### config.mk
export PLATFORM = sky130hd
export DESIGN_NAME = shift_seq
export DESIGN_NICKNAME = d
export VERILOG_FILES = /design/src/rtl/shift_seq_pkg.sv /design/src/rtl/shift_seq_step.sv /design/src/rtl/shift_seq.sv
export SDC_FILE = /design/constraint.sdc
export NUM_CORES = 1
export LEC_CHECK = 0
export CORE_MARGIN = 2
export CORE_UTILIZATION = 42
export CTS_CLUSTER_SIZE = 28
export DETAILED_ROUTE_END_ITERATION = 7
export HOLD_SLACK_MARGIN = 0.03
export PLACE_DENSITY = 0.73
export REMOVE_ABC_BUFFERS = 1
export SYNTH_ARGS = -nofsm -noshare
export SYNTH_HDL_FRONTEND = slang
export SYNTH_SLANG_ARGS = --single-unit
### constraint.sdc
create_clock -name clk -period 3.5 [get_ports clk]
set_input_delay 1.05 -clock clk [delete_from_list [all_inputs] [get_ports clk]]
set_output_delay 1.05 -clock clk [all_outputs]
set_load 0.005 [all_outputs]
### src/rtl/shift_seq_pkg.sv
// ---------------------------------------------------------------------------
// Module : shift_seq_pkg
// Brief  : Opcodes, state encoding and constants shared by the shift sequencer.
// Rev    : 1.0
// ---------------------------------------------------------------------------
`default_nettype none

package shift_seq_pkg;

  localparam int          SHIFT_WORD_W = 32;
  localparam logic [31:0] ZERO_WORD    = 32'h0000_0000;

  localparam logic [1:0] SHIFT_OP_SLL = 2'd0;
  localparam logic [1:0] SHIFT_OP_SRL = 2'd1;
  localparam logic [1:0] SHIFT_OP_SRA = 2'd2;
  localparam logic [1:0] SHIFT_OP_RSV = 2'd3;

  typedef enum logic [1:0] {
    SHIFT_IDLE = 2'd0,
    SHIFT_RUN  = 2'd1,
    SHIFT_DONE = 2'd2
  } shift_state_e;

endpackage

`default_nettype wire

### src/rtl/shift_seq_step.sv
// ---------------------------------------------------------------------------
// Module : shift_seq_step
// Brief  : One partial shift of the accumulator by k (0..STEP) positions.
// Rev    : 1.0
// ---------------------------------------------------------------------------
`default_nettype none

module shift_seq_step
  import shift_seq_pkg::*;
#(
  parameter int DATA_W = 32,
  parameter int STEP   = 4,
  parameter int KW     = $clog2(STEP + 1)
) (
  input  logic [DATA_W-1:0] acc_i,
  input  logic [KW-1:0]     k_i,
  input  logic [1:0]        op_i,
  input  logic              sign_i,
  output logic [DATA_W-1:0] shifted_o
);

  logic [DATA_W-1:0] right_fill;

  always_comb begin
    // Vacated high bits for SRA come from the sign latched at launch, not acc's MSB.
    right_fill = sign_i ? ~({DATA_W{1'b1}} >> k_i) : {DATA_W{1'b0}};
    case (op_i)
      SHIFT_OP_SLL: shifted_o = acc_i << k_i;
      SHIFT_OP_SRL: shifted_o = acc_i >> k_i;
      SHIFT_OP_SRA: shifted_o = (acc_i >> k_i) | right_fill;
      default:      shifted_o = acc_i;
    endcase
  end

endmodule

`default_nettype wire

### src/rtl/shift_seq.sv
// ---------------------------------------------------------------------------
// Module : shift_seq
// Brief  : Multi-cycle SLL/SRL/SRA sequencer with start/ready handshake and
//          pipeline stall request.
// Rev    : 1.0
// ---------------------------------------------------------------------------
`default_nettype none

module shift_seq
  import shift_seq_pkg::*;
#(
  parameter int DATA_W = 32,
  parameter int STEP   = 4
) (
  input  logic              clk,
  input  logic              rst,
  input  logic              start_i,
  input  logic              annul_i,
  input  logic [1:0]        op_i,
  input  logic [DATA_W-1:0] data_i,
  input  logic [4:0]        sa_i,
  output logic [DATA_W-1:0] result_o,
  output logic              ready_o,
  output logic              stall_req_o
);

  localparam int         KW      = $clog2(STEP + 1);
  localparam logic [4:0] STEP_SA = 5'(STEP);

  shift_state_e      state_q;
  logic [DATA_W-1:0] acc_q;
  logic [4:0]        rem_q;
  logic [1:0]        op_q;
  logic              sign_q;
  logic              ready_q;
  logic [DATA_W-1:0] result_q;

  logic [KW-1:0]     step_k;
  logic [4:0]        rem_d;
  logic [DATA_W-1:0] acc_d;

  always_comb begin
    step_k = (rem_q < STEP_SA) ? rem_q[KW-1:0] : KW'(STEP);
    rem_d  = rem_q - 5'(step_k);
  end

  shift_seq_step #(
    .DATA_W (DATA_W),
    .STEP   (STEP),
    .KW     (KW)
  ) u_step (
    .acc_i     (acc_q),
    .k_i       (step_k),
    .op_i      (op_q),
    .sign_i    (sign_q),
    .shifted_o (acc_d)
  );

  always_ff @(posedge clk) begin
    if (rst || annul_i) begin
      state_q  <= SHIFT_IDLE;
      acc_q    <= DATA_W'(ZERO_WORD);
      rem_q    <= 5'd0;
      op_q     <= SHIFT_OP_SLL;
      sign_q   <= 1'b0;
      ready_q  <= 1'b0;
      result_q <= DATA_W'(ZERO_WORD);
    end else begin
      case (state_q)
        SHIFT_IDLE: begin
          if (start_i) begin
            acc_q  <= data_i;
            rem_q  <= sa_i;
            op_q   <= op_i;
            sign_q <= data_i[DATA_W-1];
            if (sa_i == 5'd0 || op_i == SHIFT_OP_RSV) begin
              state_q  <= SHIFT_DONE;
              ready_q  <= 1'b1;
              result_q <= (op_i == SHIFT_OP_RSV) ? DATA_W'(ZERO_WORD) : data_i;
            end else begin
              state_q <= SHIFT_RUN;
            end
          end
        end
        SHIFT_RUN: begin
          acc_q <= acc_d;
          rem_q <= rem_d;
          if (rem_d == 5'd0) begin
            state_q  <= SHIFT_DONE;
            ready_q  <= 1'b1;
            result_q <= acc_d;
          end
        end
        SHIFT_DONE: begin
          // EX holds start_i until it has consumed the result; release ends the op.
          if (!start_i) begin
            state_q  <= SHIFT_IDLE;
            ready_q  <= 1'b0;
            result_q <= DATA_W'(ZERO_WORD);
          end
        end
        default: begin
          state_q  <= SHIFT_IDLE;
          ready_q  <= 1'b0;
          result_q <= DATA_W'(ZERO_WORD);
        end
      endcase
    end
  end

  assign stall_req_o = !annul_i &&
                       ((state_q == SHIFT_IDLE && start_i) || state_q == SHIFT_RUN);
  assign ready_o     = ready_q;
  assign result_o    = result_q;

endmodule

`default_nettype wire

Word-level counts from Yosys, hierarchy flattened
Cells that the tools add are included.
{"block": "classes", "addsub": 1, "mul": 0, "n_div": 0, "n_lt_le_gt_ge": 1, "eq_ne": 9, "n_shift": 3, "mux": 23, "bitwise": 2, "n_reduce_logical": 15}
{"cell": "32-bit two-way mux", "count": 7}
{"cell": "32-bit case mux with 3 select lines", "count": 2}
{"cell": "32-bit case mux with 2 select lines", "count": 1}
{"cell": "32-bit inverter", "count": 1}
{"cell": "32-bit OR", "count": 1}
{"cell": "32-bit by 3-bit left shift with 32-bit output", "count": 1}
{"cell": "32-bit by 3-bit >> shifter with 32-bit output", "count": 1}
{"cell": "32-bit by 3-bit >> shifter with 32-bit output (first input constant)", "count": 1}
{"cell": "5-bit zero test", "count": 2}
{"cell": "5-bit case mux with 2 select lines", "count": 1}
{"cell": "2-bit two-way mux", "count": 4}
{"cell": "2-bit inequality test (second input constant)", "count": 4}
{"cell": "2-bit equality test (second input constant)", "count": 3}
{"cell": "2-bit case mux with 3 select lines", "count": 1}
{"cell": "5-bit by 3-bit < comparator with 1-bit output (second input constant)", "count": 1}
{"cell": "5-bit two-way mux", "count": 1}
{"cell": "5-bit by 3-bit subtractor with 5-bit output", "count": 1}
{"cell": "2-bit by 1-bit equality test with 1-bit output (second input constant)", "count": 2}
{"cell": "2-bit zero test", "count": 2}
{"cell": "1-bit two-way mux", "count": 4}
{"cell": "2-bit AND reduction", "count": 2}
{"cell": "4-bit AND reduction", "count": 1}
{"cell": "1-bit logical OR", "count": 3}
{"cell": "3-bit two-way mux", "count": 1}
{"cell": "other kinds (5)", "count": 6}
{"block": "word_totals", "regBits": 75, "latchBits": 0, "ramBits": 0, "romBits": 0, "in_bits": 43, "out_inout_bits": 34, "n_memories": 0}

Depth between registers and ports, before layout
{"block": "logic_depth", "depth_word": 9, "ltp_mapped": 15, "depth_no_buf": 9}

Modules after synthesis
A second synthesis with hierarchy kept.
{"block": "unflattened", "hier_cells": 815, "hier_area_um2": 6829.0}
{"module": "shift_seq", "n_inst": 1, "cells_each": 415, "area_each_um2": 3711.1}
{"module": "shift_seq_step", "n_inst": 1, "cells_each": 400, "area_each_um2": 3118.0}

Least setup slack after synthesis
No wires, ideal clock.
{"block": "synth_timing", "path_kind": "register -> register", "from": "reg rem_q[1]", "to": "reg result_q[0], in the netlist result_o[0]", "setup_time_ns": 0.130, "arrival_ns": 3.198, "setup_slack_ns": 0.173, "stages_incl_launch_ff": 14, "path_buffers": 5, "synth_period_minus_slack_ns": 3.327, "cell_sequence": "dfxtp_1 -> clkbuf_1 -> clkbuf_1 -> clkbuf_1 -> nand2_1 -> ha_1 -> o21a_1 -> o32a_1 -> a221oi_2 -> nand2_1 -> buf_2 -> clkbuf_1 -> a21oi_1 -> nor3_2"}
{"block": "synth_via", "elab_chain_cells": 9}
{"item": "start, declared", "line": "shift_seq.sv:32", "text": "logic [4:0] rem_q;"}
{"item": "start signal, assigned", "line": "shift_seq.sv:73", "text": "rem_q <= sa_i;"}
{"item": "start signal, assigned", "line": "shift_seq.sv:87", "text": "rem_q <= rem_d;"}
{"item": "5-bit by 3-bit < comparator with 1-bit output", "line": "shift_seq.sv:43", "text": "step_k = (rem_q < STEP_SA) ? rem_q[KW-1:0] : KW'(STEP);"}
{"item": "3-bit two-way mux", "line": "shift_seq.sv:43"}
{"item": "32-bit by 3-bit >> shifter with 32-bit output", "line": "shift_seq_step.sv:26", "text": "right_fill = sign_i ? ~({DATA_W{1'b1}} >> k_i) : {DATA_W{1'b0}};"}
{"item": "32-bit inverter", "line": "shift_seq_step.sv:26"}
{"item": "32-bit two-way mux", "line": "shift_seq_step.sv:26"}
{"item": "32-bit OR", "line": "shift_seq_step.sv:30", "text": "SHIFT_OP_SRA: shifted_o = (acc_i >> k_i) | right_fill;"}
{"item": "32-bit case mux with 3 select lines", "line": "shift_seq_step.sv:27", "text": "case (op_i)"}
{"item": "32-bit two-way mux", "line": "shift_seq.sv:88", "text": "if (rem_d == 5'd0) begin"}
{"item": "32-bit case mux with 3 select lines", "line": "shift_seq.sv:69", "text": "case (state_q)"}
{"item": "end signal, assigned", "line": "shift_seq.sv:67", "text": "result_q <= DATA_W'(ZERO_WORD);"}
{"item": "end signal, assigned", "line": "shift_seq.sv:79", "text": "result_q <= (op_i == SHIFT_OP_RSV) ? DATA_W'(ZERO_WORD) : data_i;"}
{"item": "end signal, assigned", "line": "shift_seq.sv:99", "text": "result_q <= DATA_W'(ZERO_WORD);"}
{"item": "end, declared", "line": "shift_seq.sv:36", "text": "logic [DATA_W-1:0] result_q;"}
Several ways; a longest one is shown, not always the timed one. The select of a mux whose other input is x is not followed.
A chain may end at the register's enable or synchronous reset.

Worst setup path after layout
{"block": "layout_timing", "from": "in start_i", "to": "out stall_req_o"}
{"block": "layout_via", "elab_chain_cells": 3}
{"item": "start, declared", "line": "shift_seq.sv:17", "text": "input logic start_i,"}
{"item": "1-bit logical AND", "line": "shift_seq.sv:112", "text": "((state_q == SHIFT_IDLE && start_i) || state_q == SHIFT_RUN);"}
{"item": "1-bit logical OR", "line": "shift_seq.sv:112"}
{"item": "1-bit logical AND", "line": "shift_seq.sv:111", "text": "assign stall_req_o = !annul_i &&"}
{"item": "end, declared", "line": "shift_seq.sv:24", "text": "output logic stall_req_o"}
Every way passes these cells.

==> results.md <==
* Drt wl/cell at 21.01 um
* CTS tree: built
* Total die area at between 15000 and 20000 um2
* Worst Clk Skew at 0.009319 ns
* # DRC at 0
* Sequential Area at between 1500 and 2000 um2
* CP Launch Point: start_i
* Die Span X at 127.0 um
* Floorplan core area at 14640 um2
* Data arrival, critical path at 2.01 ns
* Worst r2r dst: result_o[20]$_SDFFE_PP0P_
* Final period utilization at 0.8743
* Vias per inst at 6.714
* Setup crit end: stall_req_o
* Clock Latency Late Sink at 0.35 ns
* Predominant post-synthesis flop cell: dfxtp_1
* Final WS setup at 0.4401 ns
* Critical path peak fanout at 2
* Fillers at 1400
* Period minus WS final at 3.060 ns
* Core Util, Final at 0.5116
* Post-CTS Setup Repair Bufs at 0
* Initial drt markers at slightly above 800
* R2r setup slk at 0.55 ns
* Hold Buf Count CTS at 0
* Slew Limit Headroom at 0.3858
* WS Path Type: in -> out
* Post-Route Setup TNS at 0 ns
* Final Max Tran Viols at 0
* Root Driver: clkbuf_16
* #FFs+latches synth at 75
* Status: finished, final reports clean
* Global route total overflow at 0
* Sequential area share after synthesis at 0.2363
* Pin count of the biggest net entering global routing at 41
* Final hold violations at 0
* Tightest Pin Transition at 0.9201 ns
* Post-Place Cells at 1026
* Clock transition at path regs at 0.06 ns
* Worst R2R Path Depth at 9
* DRT Pass-1 Iters at 6
* CP Capture Type: output pin
* EDFF count, synth at 0
* Maximum clock rate at 326.8 MHz
* Post-route ant nets at 0
* Worst EP required at 2.45 ns
* Final net count at around 900
* Yosys warns at 0
* Area taken by multi-input logic gates at 4367 um2
* Final Wtd Congestion at 0.9717
* Class of the worst hold path: reg -> reg
* Sink Count at 75
* Maximum buffer depth of the clock tree at 2
* Crit path launch type: input pin
* Num CTS Buffers at 9
* Setup violators final at 0
* Synthesized area at approximately 6400 um2
* Commonest cells after routing, fill and taps aside: nand2_1, a21oi_1, dfxtp_1, clkdlybuf4s50_1, o21ai_0
* Lkg Pwr at 2.551 nW
* Wirelength, routed at 21890 um
* Unrepaired setup endpoints after global routing: no
* Initial antenna violation count at 0
* FP Rows at 44
* Vias in the first global route at 6600
* I/O pin count at 77
* FF-to-FF Start: rem_q[1]$_SDFFE_PP0P_
* Pre-CTS setup slack at -0.07496 ns
* CTS resizes at 1
* H-tree levels at 3
* Mapped Cells at 832
* Max IR drop VDD at 0.0002346 V
* Power Density at 349.4 nW/um2
* Asr flop ratio synth at 0
* Commonest non-fill, non-tap cell in the layout: nand2_1
* Vias at roughly 7000
* Initial Util at 0.4340
* Syn Area/Cell at roughly 7.6 um2
* IO buf count at 76
* First-pass GRT wire length at 35200 um
* Diodes inserted at 0
* Finished Layout Cells at 1042
* Die span in y at 127.0 um
* GRT Resource Usage Total at 0.2691
* Detailed placement HPWL at about 14000 um
* # Max-Cap Violations at 0
* Fraction of layout cells with a size suffix above 1 at 0.1445
* Area delta synth->final at 17.90%
* Number of distinct library cells after synthesis at between 80 and 90
layout make-up:
class / instances / share of cell area
sequential: 75 / 0.2004
clock inverter: 2 / 0.001336
inverter: 7 / 0.003507
clock buffer: 14 / 0.03524
timing repair buffer: 120 / 0.1460
tap: 184 / 0.03073
multi-input combinational: 640 / 0.5828
stage by stage:
stage | power [mW] | hold slack (ns) | cell area (um2)
floorplan | 1.403 | 0.4482 | 5868
global placement | 1.705 | 0.4407 | 7202
detailed placement | 1.715 | 0.4451 | 7202
CTS | 2.599 | 0.4528 | 7481
global route | 2.723 | 0.4764 | 7492
finish | 2.618 | 0.4502 | 7492
flip-flops by register name (all words and copies together) (netlist names):
name,cells
state_q,2
op_q,2
acc_q,32
sign_q,1
result_o,32
rem_q,5
ready_o,1
cell usage after synthesis (7+ instances only):
| master | instances | area share |
|---|---|---|
| o21ai_0 | 63 | 0.050 |
| dfxtp_1 | 75 | 0.24 |
| a221oi_1 | 10 | 0.014 |
| o221a_2 | 9 | 0.016 |
| o22a_1 | 9 | 0.012 |
| nor2_1 | 61 | 0.036 |
| nor3_1 | 15 | 0.012 |
| a211oi_1 | 12 | 0.014 |
| buf_2 | 16 | 0.013 |
| clkbuf_1 | 73 | 0.043 |
| o22ai_1 | 10 | 0.0098 |
| a22oi_1 | 16 | 0.019 |
| nand3_1 | 7 | 0.0055 |
| buf_1 | 8 | 0.0047 |
| mux2_2 | 12 | 0.021 |
| a21oi_1 | 97 | 0.076 |
| a21o_1 | 9 | 0.011 |
| mux2i_1 | 36 | 0.057 |
| o221ai_1 | 17 | 0.023 |
| nand2_1 | 104 | 0.061 |
| mux4_2 | 19 | 0.067 |
| and2_1 | 10 | 0.0098 |
| a31oi_1 | 21 | 0.021 |
power by group:
part	switching (mW)	total [mW]	leakage, nW	internal (mW)
sequential	0.0863	0.980	0.610	0.894
clock	0.377	0.894	0.137	0.518
combinational	0.428	0.744	1.80	0.315
total	0.891	2.62	2.55	1.73
worst max-delay path, cell delays in order:
cell and delay (ns):
clkdlybuf4s50_1 0.47, nor3b_4 0.20, nor2_2 0.08, nor2_1 0.08, dlymetal6s2s_1 0.13
worst min path at each step:
stage                                   start  cells after the start  slack (ns)                        end
finish               result_o[9]$_SDFFE_PP0P_                      2        0.45   result_o[9]$_SDFFE_PP0P_
global placement    result_o[14]$_SDFFE_PP0P_                      2        0.44  result_o[14]$_SDFFE_PP0P_
floorplan           result_o[14]$_SDFFE_PP0P_                      2        0.45  result_o[14]$_SDFFE_PP0P_
global route         result_o[4]$_SDFFE_PP0P_                      2        0.48   result_o[4]$_SDFFE_PP0P_
CTS                  result_o[9]$_SDFFE_PP0P_                      2        0.45   result_o[9]$_SDFFE_PP0P_
detailed placement   result_o[9]$_SDFFE_PP0P_                      2        0.45   result_o[9]$_SDFFE_PP0P_
cell families after synthesis:
group	synth area share
compound gates	0.3465
simple gates	0.1723
buf+inv	0.08072
flops	0.2363
mux	0.1559
xor+xnor	0.004135
fa+ha+maj	0.003544
other cells	0.0005901
per-layer routing:
layer,up-vias,share of wire,GRT usage
met2,458,0.44,0.4086
met3,85,0.10,0.07412
met5,-,0,0
li1,3172,-,-
met4,0,0.039,0.1312
met1,3281,0.42,0.3538
Note: power is estimated with default switching activity, not from simulation.
